<file path="config.mk">
export PLATFORM = sky130hd
export DESIGN_NAME = slv_guard_tracker
export DESIGN_NICKNAME = d
export VERILOG_FILES = /design/src/rtl/slv_guard_pkg.sv /design/src/rtl/slv_guard_id_tracker.sv /design/src/rtl/slv_guard_tracker.sv
export SDC_FILE = /design/constraint.sdc
export NUM_CORES = 2
export LEC_CHECK = 0
export CAP_MARGIN = 15
export CORE_MARGIN = 1.5
export CORE_UTILIZATION = 65
export CTS_CLUSTER_SIZE = 20
export DETAILED_ROUTE_END_ITERATION = 10
export GPL_ROUTABILITY_DRIVEN = 1
export GPL_TIMING_DRIVEN = 0
export PLACE_DENSITY_LB_ADDON = 0.1
export SLEW_MARGIN = 20
export SYNTH_ARGS = -nofsm -noshare
export SYNTH_HDL_FRONTEND = slang
export SYNTH_HIERARCHICAL = 1
export SYNTH_SLANG_ARGS = --single-unit
</file>
<file path="constraint.sdc">
create_clock -name clk_i -period 5.7 [get_ports clk_i]
set_input_delay 1.14 -clock clk_i [delete_from_list [all_inputs] [get_ports clk_i]]
set_output_delay 1.14 -clock clk_i [all_outputs]
set_load 0.05 [all_outputs]
</file>
<file path="src/rtl/slv_guard_pkg.sv">
// slv_guard_pkg
//   Shared types for the slave-guard tracker: FSM state encoding, fault cause
//   encoding, per-tracker flag bundle and the outstanding-count width helper.
package slv_guard_pkg;

  typedef enum logic [1:0] {
    MONITOR = 2'd0,
    FAULT   = 2'd1,
    RESET   = 2'd2,
    CLEAR   = 2'd3
  } guard_state_e;

  typedef enum logic [1:0] {
    CAUSE_NONE     = 2'd0,
    CAUSE_TIMEOUT  = 2'd1,
    CAUSE_OVERFLOW = 2'd2,
    CAUSE_SPURIOUS = 2'd3
  } fault_cause_e;

  typedef struct packed {
    logic timeout;
    logic overflow;
    logic spurious;
  } trk_flags_t;

  function automatic int unsigned cnt_width(input int unsigned max_txns);
    return $clog2(max_txns + 1);
  endfunction

  localparam int unsigned MaxTxnsPerId = 4;
  localparam int unsigned CntWidth     = $clog2(MaxTxnsPerId + 1);

  // Within one tracker a timeout outranks an overflow; overflow and spurious
  // cannot coincide because they need issue-only and retire-only respectively.
  function automatic fault_cause_e flags_to_cause(input trk_flags_t f);
    if (f.timeout)       return CAUSE_TIMEOUT;
    else if (f.overflow) return CAUSE_OVERFLOW;
    else if (f.spurious) return CAUSE_SPURIOUS;
    else                 return CAUSE_NONE;
  endfunction

endpackage

</file>
<file path="src/rtl/slv_guard_id_tracker.sv">
// slv_guard_id_tracker
//   Outstanding-transaction state for one AXI ID in one direction.
//   Holds the outstanding count, the age timer and registered fault flags.
// Ports
//   clk_i, rst_ni   clock, asynchronous active-low reset
//   ena_i           timeouts armed; timer held at 0 while low
//   tick_i          prescaler tick, timer advances on it
//   clear_i         synchronous zeroing of count, timer and flags
//   issue_i         AW/AR handshake addressed to this ID
//   retire_i        B / R-last handshake addressed to this ID
//   budget_i        timeout budget in ticks, 0 disables
//   full_o          count at the depth limit (only when StallEn)
//   flags_o         registered timeout / overflow / spurious flags
module slv_guard_id_tracker
  import slv_guard_pkg::*;
#(
  parameter int unsigned MaxTxnsPerId = 4,
  parameter int unsigned CounterWidth = 16,
  parameter bit          StallEn      = 1'b0
) (
  input  logic                    clk_i,
  input  logic                    rst_ni,
  input  logic                    ena_i,
  input  logic                    tick_i,
  input  logic                    clear_i,
  input  logic                    issue_i,
  input  logic                    retire_i,
  input  logic [CounterWidth-1:0] budget_i,
  output logic                    full_o,
  output trk_flags_t              flags_o
);

  // The package width covers the default depth; other depths size themselves.
  localparam int unsigned CntW = (MaxTxnsPerId == slv_guard_pkg::MaxTxnsPerId) ?
                                 CntWidth : cnt_width(MaxTxnsPerId);
  localparam logic [CntW-1:0] CntMax = CntW'(MaxTxnsPerId);

  logic [CntW-1:0]         cnt_q, cnt_d;
  logic [CounterWidth-1:0] timer_q, timer_d, timer_adv;
  logic                    timeout_q, timeout_d;
  logic                    overflow_q, overflow_d;
  logic                    spurious_q, spurious_d;
  logic                    busy;

  assign busy = (cnt_q != '0);

  // Age timer: held at 0 when disarmed, saturates at all-ones.
  always_comb begin
    timer_adv = timer_q;
    if (!ena_i) begin
      timer_adv = '0;
    end else if (tick_i && busy && (timer_q != '1)) begin
      timer_adv = timer_q + 1'b1;
    end
  end

  always_comb begin
    cnt_d      = cnt_q;
    timer_d    = timer_adv;
    overflow_d = 1'b0;
    spurious_d = 1'b0;
    timeout_d  = ena_i && busy && (budget_i != '0) && (timer_q >= budget_i);
    if (clear_i) begin
      cnt_d     = '0;
      timer_d   = '0;
      timeout_d = 1'b0;
    end else if (issue_i && retire_i) begin
      timer_d = '0;
    end else if (issue_i) begin
      if (cnt_q == CntMax) begin
        overflow_d = 1'b1;
      end else begin
        cnt_d = cnt_q + 1'b1;
        if (!busy) timer_d = '0;
      end
    end else if (retire_i) begin
      if (!busy) spurious_d = 1'b1;
      else       cnt_d      = cnt_q - 1'b1;
      timer_d = '0;
    end
  end

  always_ff @(posedge clk_i or negedge rst_ni) begin
    if (!rst_ni) begin
      cnt_q      <= '0;
      timer_q    <= '0;
      timeout_q  <= 1'b0;
      overflow_q <= 1'b0;
      spurious_q <= 1'b0;
    end else begin
      cnt_q      <= cnt_d;
      timer_q    <= timer_d;
      timeout_q  <= timeout_d;
      overflow_q <= overflow_d;
      spurious_q <= spurious_d;
    end
  end

  assign full_o           = StallEn && (cnt_q == CntMax);
  assign flags_o.timeout  = timeout_q;
  assign flags_o.overflow = overflow_q;
  assign flags_o.spurious = spurious_q;

endmodule

</file>
<file path="src/rtl/slv_guard_tracker.sv">
// slv_guard_tracker
//   Per-ID, per-direction AXI outstanding-transaction tracker with timeout,
//   overflow and spurious-response detection, plus a fault / subordinate
//   reset handshake FSM. Observes handshakes only, never touches the datapath.
//   Optional macro SLV_GUARD_STALL_EN drives aw_stall_o / ar_stall_o from the
//   depth limit; without it both are tied 0.
// Ports
//   clk_i, rst_ni                clock, asynchronous active-low reset
//   guard_ena_i                  arm timeouts
//   aw_hs_i/aw_id_i, b_hs_i/b_id_i              write issue / retire
//   ar_hs_i/ar_id_i, r_hs_i/r_last_i/r_id_i     read issue / retire
//   budget_w_i, budget_r_i       timeout budgets in prescaled ticks (0 = off)
//   irq_o, rst_req_o, rst_stat_i fault interrupt and reset handshake
//   fault_id_o, fault_cause_o, fault_rd_o       first captured fault
//   aw_stall_o, ar_stall_o       depth-limit stall hints
module slv_guard_tracker
  import slv_guard_pkg::*;
#(
  parameter int unsigned IdWidth      = 4,
  parameter int unsigned MaxTxnsPerId = 4,
  parameter int unsigned CounterWidth = 16,
  parameter int unsigned PrescalerDiv = 1
) (
  input  logic                    clk_i,
  input  logic                    rst_ni,
  input  logic                    guard_ena_i,
  input  logic                    aw_hs_i,
  input  logic [IdWidth-1:0]      aw_id_i,
  input  logic                    b_hs_i,
  input  logic [IdWidth-1:0]      b_id_i,
  input  logic                    ar_hs_i,
  input  logic [IdWidth-1:0]      ar_id_i,
  input  logic                    r_hs_i,
  input  logic                    r_last_i,
  input  logic [IdWidth-1:0]      r_id_i,
  input  logic [CounterWidth-1:0] budget_w_i,
  input  logic [CounterWidth-1:0] budget_r_i,
  output logic                    irq_o,
  output logic                    rst_req_o,
  input  logic                    rst_stat_i,
  output logic [IdWidth-1:0]      fault_id_o,
  output logic [1:0]              fault_cause_o,
  output logic                    fault_rd_o,
  output logic                    aw_stall_o,
  output logic                    ar_stall_o
);

  localparam int unsigned NumIds = 1 << IdWidth;
  localparam int unsigned PscW   = (PrescalerDiv > 1) ? $clog2(PrescalerDiv) : 1;
  localparam logic [PscW-1:0] PscLast = PscW'(PrescalerDiv - 1);

`ifdef SLV_GUARD_STALL_EN
  localparam bit StallEn = 1'b1;
`else
  localparam bit StallEn = 1'b0;
`endif

  logic [PscW-1:0]    psc_q;
  logic               tick;
  logic               clear;
  trk_flags_t         flags_w [NumIds];
  trk_flags_t         flags_r [NumIds];
  logic [NumIds-1:0]  full_w, full_r;

  guard_state_e       state_q;
  logic               irq_q, rst_req_q, fault_rd_q;
  logic [IdWidth-1:0] fault_id_q;
  fault_cause_e       fault_cause_q;

  logic               hit;
  logic               hit_rd;
  logic [IdWidth-1:0] hit_id;
  fault_cause_e       hit_cause;

  // Free-running prescaler, only the async reset touches it.
  assign tick = (psc_q == PscLast);

  always_ff @(posedge clk_i or negedge rst_ni) begin
    if (!rst_ni) psc_q <= '0;
    else         psc_q <= tick ? '0 : psc_q + 1'b1;
  end

  assign clear = (state_q == CLEAR);

  for (genvar g = 0; g < NumIds; g++) begin : g_wr
    slv_guard_id_tracker #(
      .MaxTxnsPerId (MaxTxnsPerId),
      .CounterWidth (CounterWidth),
      .StallEn      (StallEn)
    ) u_trk (
      .clk_i    (clk_i),
      .rst_ni   (rst_ni),
      .ena_i    (guard_ena_i),
      .tick_i   (tick),
      .clear_i  (clear),
      .issue_i  (aw_hs_i && (aw_id_i == IdWidth'(g))),
      .retire_i (b_hs_i && (b_id_i == IdWidth'(g))),
      .budget_i (budget_w_i),
      .full_o   (full_w[g]),
      .flags_o  (flags_w[g])
    );
  end

  for (genvar g = 0; g < NumIds; g++) begin : g_rd
    slv_guard_id_tracker #(
      .MaxTxnsPerId (MaxTxnsPerId),
      .CounterWidth (CounterWidth),
      .StallEn      (StallEn)
    ) u_trk (
      .clk_i    (clk_i),
      .rst_ni   (rst_ni),
      .ena_i    (guard_ena_i),
      .tick_i   (tick),
      .clear_i  (clear),
      .issue_i  (ar_hs_i && (ar_id_i == IdWidth'(g))),
      .retire_i (r_hs_i && r_last_i && (r_id_i == IdWidth'(g))),
      .budget_i (budget_r_i),
      .full_o   (full_r[g]),
      .flags_o  (flags_r[g])
    );
  end

  // Priority: whole write side first, then read side; lowest ID first.
  always_comb begin
    hit       = 1'b0;
    hit_rd    = 1'b0;
    hit_id    = '0;
    hit_cause = CAUSE_NONE;
    for (int unsigned i = 0; i < NumIds; i++) begin
      if (!hit && (|flags_w[i])) begin
        hit       = 1'b1;
        hit_id    = IdWidth'(i);
        hit_cause = flags_to_cause(flags_w[i]);
      end
    end
    for (int unsigned i = 0; i < NumIds; i++) begin
      if (!hit && (|flags_r[i])) begin
        hit       = 1'b1;
        hit_rd    = 1'b1;
        hit_id    = IdWidth'(i);
        hit_cause = flags_to_cause(flags_r[i]);
      end
    end
  end

  always_ff @(posedge clk_i or negedge rst_ni) begin
    if (!rst_ni) begin
      state_q       <= MONITOR;
      irq_q         <= 1'b0;
      rst_req_q     <= 1'b0;
      fault_id_q    <= '0;
      fault_cause_q <= CAUSE_NONE;
      fault_rd_q    <= 1'b0;
    end else begin
      case (state_q)
        MONITOR: begin
          if (hit) begin
            state_q       <= FAULT;
            irq_q         <= 1'b1;
            rst_req_q     <= 1'b1;
            fault_id_q    <= hit_id;
            fault_cause_q <= hit_cause;
            fault_rd_q    <= hit_rd;
          end
        end
        FAULT: begin
          if (rst_stat_i) begin
            state_q   <= RESET;
            rst_req_q <= 1'b0;
          end
        end
        RESET: begin
          if (!rst_stat_i) state_q <= CLEAR;
        end
        CLEAR: begin
          state_q       <= MONITOR;
          irq_q         <= 1'b0;
          fault_id_q    <= '0;
          fault_cause_q <= CAUSE_NONE;
          fault_rd_q    <= 1'b0;
        end
        default: state_q <= MONITOR;
      endcase
    end
  end

  assign irq_o         = irq_q;
  assign rst_req_o     = rst_req_q;
  assign fault_id_o    = fault_id_q;
  assign fault_cause_o = fault_cause_q;
  assign fault_rd_o    = fault_rd_q;
  assign aw_stall_o    = full_w[aw_id_i];
  assign ar_stall_o    = full_r[ar_id_i];

endmodule
</file>
======== Word-level counts from Yosys, hierarchy flattened ========
Memory sizes are Yosys's and may differ from the RTL's.
Index checks and enable logic that the tools add are counted.
operators by class
  $add $sub $neg .......................... 97
  multipliers ............................. 0
  divide/modulo/power cells ............... 0
  $lt $le $gt $ge ......................... 34
  equal/unequal tests ..................... 194
  shift-type cells ........................ 0
  mux-type cells .......................... 992
  bitwise operators ....................... 1
  reductions and logical operators ........ 491
operators by type and width
  operator                 number
  $mux W16                 256
  $mux W3                  192
  $add A16 B1 Y16 const B  32
  $ge A16 B16 Y1           32
  $ne A16 B16 Y1 const B   32
  $mux W1                  375
  $logic_and A1 B1 Y1      288
  $reduce_bool A3 Y1       96
  $mux W2                  132
  $eq A4 B4 Y1 const B     32
  $reduce_and A4 Y1        32
  $mux W4                  31
  $add A3 B1 Y3 const B    32
  $eq A3 B3 Y1 const B     32
  $ne A3 B3 Y1 const B     32
  $reduce_or A3 Y1         32
  $sub A3 B1 Y3 const B    32
  $ne A2 B2 Y1 const B     35
  $eq A4 B3 Y1 const B     16
  $eq A4 B2 Y1 const B     8
  $reduce_bool A16 Y1      2
  $logic_not A1 Y1         31
  $eq A4 B1 Y1 const B     4
  $logic_not A4 Y1         4
  other kinds (13)         19
storage, ports and cells
  register bits after elaboration ......... 716
  bits in latches ......................... 0
  memory bits (writable) .................. 0
  bits in read-only memories .............. 32
  bits of input ports ..................... 57
  output and inout port bits .............. 11
  logic and storage cells ................. 1978
  memories kept ........................... 2
memory list
  memory           words  bits a word  read ports  clocked after Yosys merged registers in  wr ports  line                      text
  (no name shown)  16     1            1           0                                        0         slv_guard_tracker.sv:193  assign ar_stall_o = full_r[ar_id_i];
  (no name shown)  16     1            1           0                                        0         slv_guard_tracker.sv:192  assign aw_stall_o = full_w[aw_id_i];

======== Longest topological paths before layout ========
  depth after elaboration ................. 97
  mapped depth ............................ 9
  mapped depth without buffers ............ 8

======== By module ========
Netlist, hierarchy kept.
by module, submodules not included
  module                                     times used  cells each  area an instance (um2)  sequential area each (um2)
  slv_guard_id_tracker (g_rd[13].u_trk ...)  20          190         1717.9                  550.5
  slv_guard_id_tracker (g_rd[0].u_trk ...)   5           199         1731.7                  550.5
  slv_guard_id_tracker (g_wr[8].u_trk ...)   2           196         1737.9                  550.5
  slv_guard_tracker                          1           379         2657.5                  275.3
  slv_guard_id_tracker (g_wr[7].u_trk)       1           205         1757.9                  550.5
  slv_guard_id_tracker (g_rd[7].u_trk)       1           198         1739.2                  550.5
  slv_guard_id_tracker (g_wr[6].u_trk)       1           202         1725.4                  550.5
  slv_guard_id_tracker (g_wr[5].u_trk)       1           194         1712.9                  550.5
  slv_guard_id_tracker (g_wr[4].u_trk)       1           175         1620.3                  550.5

======== Worst setup path after synthesis ========
Ideal clock, no wire load.
  path kind ............................... flip-flop to flip-flop
  start ................................... reg state_q[0]
  end ..................................... reg g_rd[7].u_trk.timer_q[14]
  setup time .............................. 0.120 ns
  data arrival time ....................... 4.866 ns
  data required time ...................... 5.580 ns
  slack ................................... 0.714 ns
  stages on the path, launching flop included .. 7
  buffers on the path ..................... 1
  period minus slack after synthesis ...... 4.986 ns
  cells stage by stage .................... dfrtp_1 > ha_1 > or3b_4 > or2_1 > buf_2 > a311oi_1 > a41o_1
on the way
  longest elaborated chain between the ends .. 2
ends and longest elaborated chain
  what                           line                        text
  start: declaration             slv_guard_tracker.sv:65     guard_state_e state_q;
  start signal: assignment       slv_guard_tracker.sv:148    state_q <= MONITOR;
  start signal: assignment       slv_guard_tracker.sv:158    state_q <= FAULT;
  start signal: assignment       slv_guard_tracker.sv:168    state_q <= RESET;
  $eq A2 B2 Y1                   slv_guard_tracker.sv:83     assign clear = (state_q == CLEAR);
  net clear                      slv_guard_tracker.sv:60     logic clear;
  $mux W16                       slv_guard_id_tracker.sv:63  if (clear_i) begin
  net g_rd[7].u_trk.timer_d[14]  slv_guard_id_tracker.sv:39  logic [CounterWidth-1:0] timer_q, timer_d, timer_adv;
  end signal: assignment         slv_guard_id_tracker.sv:92  timer_q <= timer_d;
  end: declaration               slv_guard_id_tracker.sv:39
The timed path passes the listed nets, and every way through them passes these cells.
A chain may end at the register's enable or synchronous reset.

======== Final worst setup path ========
  start ................................... in ar_id_i[0]
  end ..................................... reg g_rd[15].u_trk.timer_q[7]
on the way
  longest elaborated chain between the ends .. 5
  elaborated cells on any way between the ends .. 6
  those cells by class .................... eq/ne: 1; mux: 3; reduce/logical: 2
ends and longest elaborated chain
  what                                                    line                                                    text
  start: declaration                                      slv_guard_tracker.sv:32                                 input logic [IdWidth-1:0] ar_id_i,
  $eq A4 B4 Y1 (*)                                        slv_guard_tracker.sv:115                                .issue_i (ar_hs_i && (ar_id_i == IdWidth'(g))),
  $logic_and A1 B1 Y1 (*)                                 slv_guard_tracker.sv:115
  $mux W16 / $logic_and A1 B1 Y1 (equally long branches)  slv_guard_id_tracker.sv:69, slv_guard_id_tracker.sv:67
  $mux W16 (*)                                            slv_guard_id_tracker.sv:67                              end else if (issue_i && retire_i) begin
  $mux W16 (*)                                            slv_guard_id_tracker.sv:63
  net g_rd[15].u_trk.timer_d[7]                           slv_guard_id_tracker.sv:39
  end signal: assignment                                  slv_guard_id_tracker.sv:92
  end: declaration                                        slv_guard_id_tracker.sv:39
The timed path passes the listed nets; every way through them passes the cells marked *.

==> out/results.ini <==
[critical_path]
path_class = input pin to flip-flop
worst-path-max-fanout = 10
worstPathRequired_ps = 6210
crit_arrival_ps = 4390
ff2ff_setup_slack_ps = 2350
end_kind = flip-flop
critPathMaxStageDelay_ps = 710
crit_chain = clkdlybuf4s50_1, buf_1, nand2_1, nor2_1, nor4b_2, nor2_1, o311ai_0, o41ai_1
cpMostUsedCell = nor2_1
cp-start-kind = input pin
worst-r2r-cell-count = 8
crit_slowest_cell = nor4b_2

[placed_design]
io_buffer_count = 65
place_inst = 7867
dp_slack_ps = 1090
gp_congestion = 0.946
dp_hpwl_um = 113000

[global_route]
overflow = 0
grt_max_degree = 94
grt_pass1_vias = 50600
grt_pass1_wl_um = 261000
grt_usage_pct = 35.2
antenna_found_initial = 0

[drt]
drc = 0
ant_nets = 0
viasPerCell = 6.53
via_count = 52300
first_iter_violations = 4099
wirelength_um = 160000
wl_per_cell_um = 20.0
firstDrtPassIters = 6

[synthesis]
ys_ff_latch = 715
netlist_top_cells_area = dfrtp_1, ha_1, inv_1
synth_cell_types = 107
synth.avg_cell_area_um2 = 8.82
synthCells = 6540
synth_area_leader_cell = dfrtp_1
synthArstFlopShare_pct = 100
synth_ff_type = dfrtp_1
yosys_warnings = 6
synth_top_area_share_pct = 31.0
ys_seq_area_share_pct = 31.0
syn_area_mm2 = 0.0577
synth_edf_count = 0

[final_layout]
final_cells = 8013
antenna_cells = 0
mostFrequentLayoutCells = dfrtp_1, inv_1, nand2_1
area_growth_pct = 10.4
final_common_cell = dfrtp_1
drive_gt1_share_pct = 9.87
final_net_count = 7426

[floorplanning]
die_w_um = 301
core-area_mm2 = 0.0881
fp-row-count = 109
die-area_mm2 = 0.0906
chipHeight_um = 301
initial_utilization_pct = 65.5
io_pins = 68

[timing]
tightest_slew_ps = 1100
finalSetupTns_ps = 0
fmax_mhz = 257
hold_slack_ps = 429
finalWorstPathRequiredPeriod_ps = 3890
rsz0062_at_grt = no
slew_violations = 0
worst_slack_ps = 1810
fin_crit_sh_pct = 68.2
setup_viol = 0
hold_violations = 0
relSlewSlack_pct = 26.4
finalClockSkew_ps = 15.8

[clock_network]
cts_root_buffer = clkbuf_16
clk_pin_slew_ps = 60
numCtsBuffers = 84
clkSinkCount = 715
cts_tree = built
cts_resized = 0
post_cts_buffers = 0
clk_latency_ps = 650
hold_buffers = 0
ctsLongestPathBuffers = 3
htreeDepth = 3

[run]
max_cap_viol_count = 0

[power]
p_leak_nw = 28.2
ir_drop_mv = 0.491
power.density_mw_per_mm2 = 228

[worst_hold_path]
hold_path.class = input pin to async pin

[run_status]
status = finished, final reports clean

[per-layer routing]
metal,GRT usage [%],share of wire (%),vias to the layer above
li1,-,-,24700
met1,43.7,40,25100
met2,59.3,47,1869
met3,6.08,7.2,552
met4,16.9,5.2,0
met5,0,0,-
[logic make-up (layout without fill, tap and decap cells)]
group	count (synthesis)	in the layout	synth area share, %
adders and majority gates	581	581	13.0
DFF	715	715	31.0
other	33	85	0.215
AOI/OAI and AO/OA	1369	1369	16.2
buffers and inverters	948	1204	7.71
and+or+nand+nor	2583	2583	26.6
xor gates and xnor gates	138	138	2.09
muxes	173	173	3.22
[where the power goes]
group          internal, mW  leakage (nW)  total (mW)  switching (mW)
clock network          3.33          1.38        5.58            2.26
registers              5.21          9.97        5.36           0.154
logic                  1.31          16.9        3.59            2.29
total                  9.84          28.2        14.5            4.70
[area by class of cell]
type / instances / area (um2)
multi-input cells: 4929 / 35600
fillers: 6775 / 24400
flip-flops and latches: 715 / 17900
inverters: 675 / 2530
clock buffers: 124 / 2500
plain buffers: 273 / 1910
repair buffers: 110 / 1540
well taps: 1165 / 1460
clock inverters: 22 / 292
[metrics by stage]
step	cell area, um2	util, %	power [mW]
after floorplan	57900	-	7.75
after global placement	60000	68.1	8.78
after detailed placement	60900	69.1	8.96
after CTS	63700	72.3	14.6
after global routing	63700	72.3	15.2
final	63700	72.3	14.5
[synth_stat cells, drive strengths merged, types with 31 or more instances]
cell,number
dfrtp,715
inv,675
nand2,566
ha,549
a21oi,444
nor2,359
buf,245
nor4,231
nand4,189
nor3,175
o21ai,175
o31ai,167
or4,167
mux2i,161
or3,160
nand3,137
and4,130
xnor2,127
nand2b,123
a211oi,109
and2,95
o41ai,65
a221oi,63
nor3b,60
o311ai,56
nor4b,53
o211ai,38
or2,38
a2111oi,36
conb,33
o22ai,33
or3b,33
a22oi,32
fa,32
a31oi,31
[registers in the layout, indices dropped and copies added (netlist names), 2 cells and up]
signal                 flops
fault_cause_o              2
g_wr.u_trk/overflow_q     16
state_q                    2
g_rd.u_trk/timeout_q      16
g_rd.u_trk/cnt_q          48
g_rd.u_trk/overflow_q     16
g_rd.u_trk/spurious_q     16
g_wr.u_trk/spurious_q     16
g_wr.u_trk/timeout_q      16
g_wr.u_trk/cnt_q          48
g_rd.u_trk/timer_q       256
fault_id_o                 4
g_wr.u_trk/timer_q       256
[worst max-delay path, delay by kind of cell]
| family | cells | cell delay [ps] |
|---|---|---|
| AOI/OAI and AO/OA | 2 | 330 |
| buffers and inverters | 2 | 1010 |
| and+or+nand+nor | 4 | 1920 |
[final timing paths]
path / from / to
max in group asynchronous: rst_ni / g_wr[5].u_trk/timer_q[5]$_DFF_PN0_
setup reg to reg: g_rd[2].u_trk/timeout_q$_DFF_PN0_ / fault_cause_o[1]$_DFFE_PN0P_
hold / removal: rst_ni / g_rd[15].u_trk/timer_q[2]$_DFF_PN0_
hold reg to reg: fault_id_o[2]$_DFFE_PN0P_ / fault_id_o[2]$_DFFE_PN0P_
min in group clk_i: fault_id_o[2]$_DFFE_PN0P_ / fault_id_o[2]$_DFFE_PN0P_
setup / recovery: ar_id_i[0] / g_rd[15].u_trk/timer_q[7]$_DFF_PN0_
Power figures use the tool's default switching activity.
